### src/rtl/life_pkg.sv
// Shared types and helpers for the Game of Life LED scan stage.
// Grid bit 8*r+c is row r, column c.
package life_pkg;

   typedef enum logic [1:0] {IDLE, LOAD, SCAN, BLANK} scan_state_t;

   localparam int GRID_W = 64;
   localparam int ROW_W  = 8;
   localparam int N_ROWS = 8;

   function automatic logic [ROW_W-1:0] row_slice(input logic [GRID_W-1:0] g,
                                                  input logic [2:0]        r);
      return g[ROW_W*r +: ROW_W];
   endfunction

endpackage

### src/rtl/scan_timer.sv
// Loadable down-counter; done is high while the count sits at zero.
// A load takes priority over counting.
module scan_timer #(
   parameter int W = 4
) (
   input  logic         clk,
   input  logic         reset,
   input  logic         load,
   input  logic [W-1:0] load_val,
   output logic         done
);

   logic [W-1:0] r_count;

   always_ff @(posedge clk) begin
      if (reset)
         r_count <= '0;
      else if (load)
         r_count <= load_val;
      else if (r_count != '0)
         r_count <= r_count - 1'b1;
   end

   assign done = (r_count == '0);

endmodule

### src/rtl/life_led_scan.sv
// 8x8 LED matrix row scanner with tear-free generation buffering.
// State encoding: IDLE -> LOAD -> (SCAN [-> BLANK]) x 8 -> LOAD/IDLE.
module life_led_scan
   import life_pkg::*;
#(
   parameter int DWELL = 1000,
   parameter int BLANK = 8
) (
   input  logic              clk,
   input  logic              reset,
   input  logic              enable,
   input  logic [GRID_W-1:0] grid,
   input  logic              grid_load,
   output logic [ROW_W-1:0]  row_sel,
   output logic [ROW_W-1:0]  col_data,
   output logic              frame_done,
   output logic              pending
);

   localparam int MAX_CNT = (DWELL > BLANK) ? DWELL : BLANK;
   localparam int CNT_W   = $clog2(MAX_CNT + 1);
   localparam logic [CNT_W-1:0] DWELL_LD = CNT_W'(DWELL - 1);
   localparam logic [CNT_W-1:0] BLANK_LD = CNT_W'((BLANK > 0) ? BLANK - 1 : 0);

   scan_state_t       r_state;
   logic [2:0]        r_row;
   logic [GRID_W-1:0] r_pend_buf;
   logic [GRID_W-1:0] r_disp_buf;
   logic              r_pending;
   logic              r_frame_done;

   scan_state_t       w_next_state;
   logic [2:0]        w_next_row;
   logic              w_tmr_load;
   logic [CNT_W-1:0]  w_tmr_val;
   logic              w_tmr_done;
   logic              w_row_done;
   logic              w_frame_end;

   scan_timer #(.W(CNT_W)) u_timer (
      .clk      (clk),
      .reset    (reset),
      .load     (w_tmr_load),
      .load_val (w_tmr_val),
      .done     (w_tmr_done)
   );

   always_comb begin
      w_next_state = r_state;
      w_next_row   = r_row;
      w_tmr_load   = 1'b0;
      w_tmr_val    = DWELL_LD;
      w_row_done   = 1'b0;
      w_frame_end  = 1'b0;
      case (r_state)
         IDLE: begin
            w_next_row = 3'd0;
            if (enable) w_next_state = LOAD;
         end
         LOAD: begin
            w_next_row   = 3'd0;
            w_next_state = SCAN;
            w_tmr_load   = 1'b1;
         end
         SCAN: begin
            if (w_tmr_done) begin
               if (BLANK > 0) begin
                  w_next_state = life_pkg::BLANK;
                  w_tmr_load   = 1'b1;
                  w_tmr_val    = BLANK_LD;
               end else begin
                  w_row_done = 1'b1;
               end
            end
         end
         life_pkg::BLANK: begin
            if (w_tmr_done) w_row_done = 1'b1;
         end
         default: w_next_state = IDLE;
      endcase
      // Row 7 never wraps here; a new frame restarts only through LOAD.
      if (w_row_done) begin
         if (r_row != 3'd7) begin
            w_next_row   = r_row + 3'd1;
            w_next_state = SCAN;
            w_tmr_load   = 1'b1;
            w_tmr_val    = DWELL_LD;
         end else begin
            w_frame_end  = 1'b1;
            w_next_state = enable ? LOAD : IDLE;
         end
      end
   end

   always_ff @(posedge clk) begin
      if (reset) begin
         r_state      <= IDLE;
         r_row        <= 3'd0;
         r_pend_buf   <= '0;
         r_disp_buf   <= '0;
         r_pending    <= 1'b0;
         r_frame_done <= 1'b0;
      end else begin
         r_state      <= w_next_state;
         r_row        <= w_next_row;
         r_frame_done <= w_frame_end;
         if (grid_load) r_pend_buf <= grid;
         // A strobe landing on LOAD bypasses pend_buf so it is shown this frame.
         if (r_state == LOAD) begin
            if (grid_load)
               r_disp_buf <= grid;
            else if (r_pending)
               r_disp_buf <= r_pend_buf;
            r_pending <= 1'b0;
         end else if (grid_load) begin
            r_pending <= 1'b1;
         end
      end
   end

   assign row_sel    = (r_state == SCAN) ? (8'd1 << r_row) : '0;
   assign col_data   = (r_state == SCAN) ? row_slice(r_disp_buf, r_row) : '0;
   assign frame_done = r_frame_done;
   assign pending    = r_pending;

endmodule

### config.mk
export PLATFORM = sky130hd
export DESIGN_NAME = life_led_scan
export DESIGN_NICKNAME = d
export VERILOG_FILES = /design/src/rtl/life_pkg.sv /design/src/rtl/scan_timer.sv /design/src/rtl/life_led_scan.sv
export SDC_FILE = /design/constraint.sdc
export NUM_CORES = 1
export LEC_CHECK = 0
export ABC_CLOCK_PERIOD_IN_PS = 2100
export CAP_MARGIN = 20
export CORE_UTILIZATION = 54
export DETAILED_ROUTE_END_ITERATION = 16
export PLACE_DENSITY = 0.84
export SLEW_MARGIN = 0
export SYNTH_ARGS = -nofsm -noshare
export SYNTH_HDL_FRONTEND = slang
export SYNTH_SLANG_ARGS = --single-unit
### constraint.sdc
create_clock -name clk -period 2.1 [get_ports clk]
set_input_delay 0.21 -clock clk [delete_from_list [all_inputs] [get_ports clk]]
set_output_delay 0.21 -clock clk [all_outputs]
set_load 0.1 [all_outputs]
==> run metrics, run 1 <==
status=finished with violations; failing checks=setup timing; number of distinct library cells after synthesis=50; Worst-path clk slew=approximately 60 ps; CP max stage delay=between 500 and 600 ps; main flop type after synthesis=dfxtp_1; Final Util=0.731; worst path cell trace=buf_12 -> mux4_2 -> nand2_2 -> a21boi_4 -> buf_12; critical path data required time=about 1900 ps; aggregate global-route resource usage=0.262; # rows=38; dominant cell by count in the synthesized netlist=dfxtp_1; critical path type=flip-flop to output port; drt total wl=between 10 and 15 mm; vias in the first global route=between 4,000 and 5,000; CP Launch Type=flip-flop; Clock Path Buffers=2; Post-Syn Area=~0.006 mm^2; Commonest cells post-synth=dfxtp_1, nor2_1, mux2i_1, a211oi_1, clkbuf_1; antenna-violating nets left=0; CTS Buf Count=17; Ant. Diodes=0; final hold viol count=0; Detailed Routing Iterations Pass 1=5; Leakage Power=about 0.003 uW; top cells by area, synth=dfxtp_1, mux2i_1, nor2_1; CP endpoint kind=output port; Syn Area/Cell=~9.9 um^2; post-DR wirelength/cell=approximately 17 um; nets=759; critical path peak fanout=8; H-tree Lvls=4; Final period util=1.05; Worst path slowest cell=mux4_2; syn nets=between 600 and 700; Worst-Skew Late Latency=around 520 ps; die area=0.0116 mm^2; number of remaining DRC errors=0; Post-synth ARST share=0; area delta synth->final=31.5%; die width=roughly 110 um; Yosys top cell area share=0.482; min Tclk post-route=roughly 2200 ps; max-cap violations=0; Ys Warns=0; Final Max Tran Viols=0; via count=4,765; initial antenna violation count=0; setup repair after global routing missed its margin=yes; Detailed Place HPWL=about 9.4 mm; design area=around 0.0079 mm^2; worst relative slew slack=0.653; CTS tree=yes; Initial Util=0.556; clk sink count=around 150; Worst-Margin Slew=515 ps; Synth area leader=dfxtp_1; clock skew=between 10 and 15 ps; number of synthesized flops with an enable pin=0; Most common cell on crit path=buf_12; Final setup viols=8; GP Congestion=slightly above 0.8; Detailed Route Iter0 Violations=between 400 and 500; largest net degree at the start of global routing=84; Post-Synthesis Cells=a little over 600; via/cell ratio=approximately 5.7; layout cell share with drive strength beyond 1=0.170; first-pass GRT wire length=between 20 and 25 mm; arrival time worst endpoint=1990 ps; total grt overflow=0; Seq cells post-synth=between 100 and 150; Max IR drop VDD=0.788 mV; Die H=~110 um; dpl cell area=0.00722 mm^2; power density over the cells=around 1100 mW/mm^2; Hold Crit Class=input port to flip-flop; post-synthesis sequential area ratio=0.482; CORE AREA=0.0108 mm^2; setup ws final=-100 ps; I/O Pins=86; CTS root buf=clkbuf_8; Max Freq=around 450 MHz; Buffers on Ports=between 80 and 90; post-place setup slack=between 100 and 150 ps
==> cell usage in the layout, fill, tap and decap left out, types with 8 or more instances in the layout <==
master,instances
ha_1,11
a211oi_1,64
nand2_2,12
a21oi_1,11
clkbuf_16,16
a21boi_4,8
dfxtp_1,144
buf_4,13
nor2_1,133
nand2_1,9
mux4_2,16
mux2i_1,66
inv_1,8
buf_12,20
clkdlybuf4s50_1,65
==> final cells by class <==
type | count | area, um^2
multi-input combinational | 404 | 3030
fill | 735 | 2910
sequential | 145 | 2910
timing repair buffer | 101 | 1200
clock buffer | 19 | 422
tap | 140 | 175
clock inverter | 12 | 156
inverter | 9 | 37.5
==> through the flow <==
stage	power [uW]	TNS [ps]	hold WS [ps]	cells
after floorplan	5400	-51.1	377	606
after global placement	5920	0	467	794
after detailed placement	6040	0	466	794
after CTS	9060	-549	28.7	830
after global routing	9530	-869	56.2	830
final	9070	-478	49.1	830
==> repair_timing <==
item / 4_1_cts / 5_1_grt
endpoints found under the setup margin: 16 / 11
setup buffers: 3 / 0
cloned: 1 / 0
endpoints found under the hold margin: 4 / 0
resized for setup: 19 / 4
hold buffers: 1 / 0
pin swaps: 17 / 0
==> flip-flops by register name, indices dropped and copies added (netlist names) <==
signal and count:
pending 1, r_state 2, r_pend_buf 64, r_disp_buf 64
r_row 3, frame_done 1, u_timer.r_count 10
==> kinds of logic after synthesis <==
| group | count (synthesis) | synth area share |
|---|---|---|
| simple gates | 198 | 0.145 |
| buf+inv | 57 | 0.0405 |
| mux | 83 | 0.171 |
| flops | 145 | 0.482 |
| fa+ha+maj | 13 | 0.0270 |
| compound gates | 109 | 0.133 |
| xor+xnor | 1 | 0.00145 |
==> path summary, 6_finish.rpt <==
kind                                     start              to  slack [ps]  cells after the start
worst min register to register  r_pend_buf[37]  r_pend_buf[37]         490                      2
worst max-delay path                  r_row[0]     col_data[4]        -100                      5
worst max register to register      r_state[0]      r_state[0]         120                      6
worst min-delay path                 grid_load         pending          50                      3
==> critical path, delay by kind of cell (launching register included) <==
kind | cells | cell delay, ps
AOI/OAI and AO/OA | 1 | 70
buffers and inverters | 2 | 330
DFF | 1 | 410
muxes | 1 | 540
and+or+nand+nor | 1 | 130
==> power by group <==
part	internal, uW	switching (uW)
combinational	1100	1410
clock	1810	1140
sequential	3260	351
total	6170	2900
==> per-layer routing <==
layer	up-vias	wire length, um	GRT usage
met1	2266	6360	0.340
met2	164	7030	0.420
met5	-	0	0
li1	2308	-	-
met4	0	407	0.105
met3	27	707	0.0642
Note: power is estimated with default switching activity, not from simulation.
==> inputs of run 2 (changes only) <==
--- a/config.mk
+++ b/config.mk
@@ -10,7 +10,6 @@
 export CORE_UTILIZATION = 54
 export DETAILED_ROUTE_END_ITERATION = 16
 export PLACE_DENSITY = 0.84
-export SLEW_MARGIN = 0
 export SYNTH_ARGS = -nofsm -noshare
 export SYNTH_HDL_FRONTEND = slang
 export SYNTH_SLANG_ARGS = --single-unit
==> results of run 2 <==
Same layout as run 1: the final DEF is identical, and so are final timing and power.
==> inputs of run 3 (changes only) <==
--- a/config.mk
+++ b/config.mk
@@ -7,9 +7,10 @@
 export LEC_CHECK = 0
 export ABC_CLOCK_PERIOD_IN_PS = 2100
 export CAP_MARGIN = 20
-export CORE_UTILIZATION = 54
+export CORE_UTILIZATION = 35
+export CTS_CLUSTER_SIZE = 30
 export DETAILED_ROUTE_END_ITERATION = 16
-export PLACE_DENSITY = 0.84
+export PLACE_DENSITY = 0.6
 export SYNTH_ARGS = -nofsm -noshare
 export SYNTH_HDL_FRONTEND = slang
 export SYNTH_SLANG_ARGS = --single-unit
==> run metrics, run 3 (synthesis gave the netlist of run 1 again) <==
status=completed; CTS tree=yes; Worst-Margin Slew=481 ps (-34.1 ps); delay-heaviest family, CP=multiplexers; antenna-violating nets left=0 (unchanged); Max IR drop VDD=0.667 mV (-15%); Die H=133 um (+24%); H-tree Lvls=4 (unchanged); reg-to-reg startpoint=u_timer.r_count[0]; post-DR wirelength/cell=16.3 um (-6.7%); Detailed Route Iter0 Violations=311 (-26%); Crit path depth=5 (unchanged); Max Freq=488 MHz (+7.3%); largest net degree at the start of global routing=69 (-18%); min Tclk post-route=2050 ps (-150 ps); nets=756 (-0.40%); Critical path origin=r_row[0]; switching share of total power=0.331 (+0.0110); design area=0.00798 mm^2 (+0.60%); clock skew=5.95 ps (-5.16 ps); worst hold path depth=3 (unchanged); I/O Pins=86 (unchanged); Initial Util=0.361 (-0.195); layout cell share with drive strength beyond 1=0.169 (-0.000961); largest registers=r_disp_buf x64, r_pend_buf x64, u_timer.r_count x10; critical path data required time=1890 ps (about the same); power density over the cells=1110 mW/mm^2 (-3.1%); worst relative slew slack=0.679 (+0.0264); critical path type=flip-flop to output port; dpl cell area=0.00734 mm^2 (+1.6%); Detailed Place HPWL=10.6 mm (+13%); CTS root buf=clkbuf_16; Final period util=0.976 (-0.0712); setup repair after global routing missed its margin=yes; CP max stage delay=500 ps (-40 ps); CTS Buf Count=17 (unchanged); Ant. Diodes=0 (unchanged); Buffers on Ports=85 (unchanged); total grt overflow=0 (unchanged); Logic pwr share=0.278 (about the same); reg2reg setup slack=160 ps (+40 ps); number of remaining DRC errors=0 (unchanged); drt total wl=14.8 mm (+2.1%); via/cell ratio=5.07 (-12%); worst-case reg-to-reg path depth=6 (unchanged); Detailed Routing Iterations Pass 1=5 (unchanged); clk sink count=145 (unchanged); worst path cell trace=buf_16 -> mux4_2 -> nand2_1 -> a21boi_4 -> buf_12; arrival time worst endpoint=1840 ps (-150 ps); Design Power=8850 uW (-2.5%); via count=4,603 (-3.4%); Hold Crit Class=input port to flip-flop; Leakage Power=0.00301 uW (-1.6%); post-place setup slack=134 ps (+6.12 ps); GP Congestion=0.797 (-2.1%); crit path to=col_data[6]; commonest non-fill, non-tap cells in the layout=dfxtp_1, nor2_1, mux2i_1, clkdlybuf4s50_1, a211oi_1; die width=133 um (+24%); die area=0.0178 mm^2 (+53%); Worst path slowest cell=mux4_2; final hold viol count=0 (unchanged); sw power=2930 uW (+0.87%); CORE AREA=0.0167 mm^2 (+54%); first-pass GRT wire length=23.6 mm (+2.2%); area delta synth->final=32.3%; Buf+Inv Stages, Crit Path=2 (unchanged); aggregate global-route resource usage=0.174 (-0.0887); Final setup viols=0 (-8); Clk pwr share=0.314 (-0.011); CP endpoint kind=output port; sequential standard cell area=0.00291 mm^2 (unchanged); Fillers=1,539 (+110%); initial antenna violation count=0 (unchanged); Clock Path Buffers=2 (unchanged); sequential fraction of design power=0.408 (+0.010); commonest non-fill, non-tap cell in the layout=dfxtp_1; vias in the first global route=4,520 (-1.4%); P_int=5920 uW (-4.1%); max-cap violations=0 (unchanged); worst r2r dst=u_timer.r_count[4]; Multi-input gate area=0.00303 mm^2 (unchanged); CP Launch Type=flip-flop; Worst-path clk slew=60 ps (about the same); Final Max Tran Viols=0 (unchanged); setup ws final=49.6 ps (+150 ps); # rows=47 (+24%); critical path peak fanout=8 (unchanged); Worst-Skew Late Latency=420 ps (-100 ps)
## run 3: cell type report
type	count	share of cell area
clock buffer	19	0.0555
clock inverter	13	0.0129
inverter	9	0.00424
multi-input combinational	404	0.380
sequential	145	0.364
tap	220	0.0345
timing repair buffer	98	0.148
## run 3: metal layers
layer	up-vias	GRT usage	part of all wire
met5	-	0	0
met4	0	0.0682	0.022
met3	24	0.0441	0.039
met2	106	0.278	0.47
met1	2160	0.224	0.47
li1	2313	-	-
## run 3: timing repair
item / CTS / global route
pin swaps: 0 / 8
resized for setup: 13 / 9
cloned: 1 / 0
buffers inserted: 1 / 0
setup endpoints to repair: 16 / 13
endpoints found under the hold margin: 0 / 0
hold buffers: 0 / 0
## run 3: through the flow
step	util	instances	TNS, ps	hold WS (ps)
after floorplan	-	606	-51.1	377
after global placement	0.439	874	0	472
after detailed placement	0.439	874	0	481
after CTS	0.476	908	0	172
after global routing	0.478	908	-26.7	183
final	0.478	908	0	171
## run 3: tightest hold or removal path: cells and delay by family
kind                   cells  cell delay (ps)
and+or+nand+nor            2              220
buffers and inverters      1              110
## run 3: worst min-delay path by stage
stage	to	from	slack (ps)
2_1_floorplan	r_pend_buf[13]	grid[13]	380
3_3_place_gp	r_pend_buf[14]	r_pend_buf[14]	470
3_5_place_dp	r_pend_buf[53]	r_pend_buf[53]	480
4_1_cts	pending	grid_load	170
5_1_grt	pending	grid_load	180
6_report	pending	grid_load	170
## run 3: power by group through the flow
stage                     sequential, uW  combinational [uW]  clock (uW)
after floorplan                     3540                1860           0
after global placement              3650                2370           0
after global routing                3670                2720        2970
final                               3610                2460        2780
after detailed placement            3670                2420           0
after CTS                           3610                2450        2830
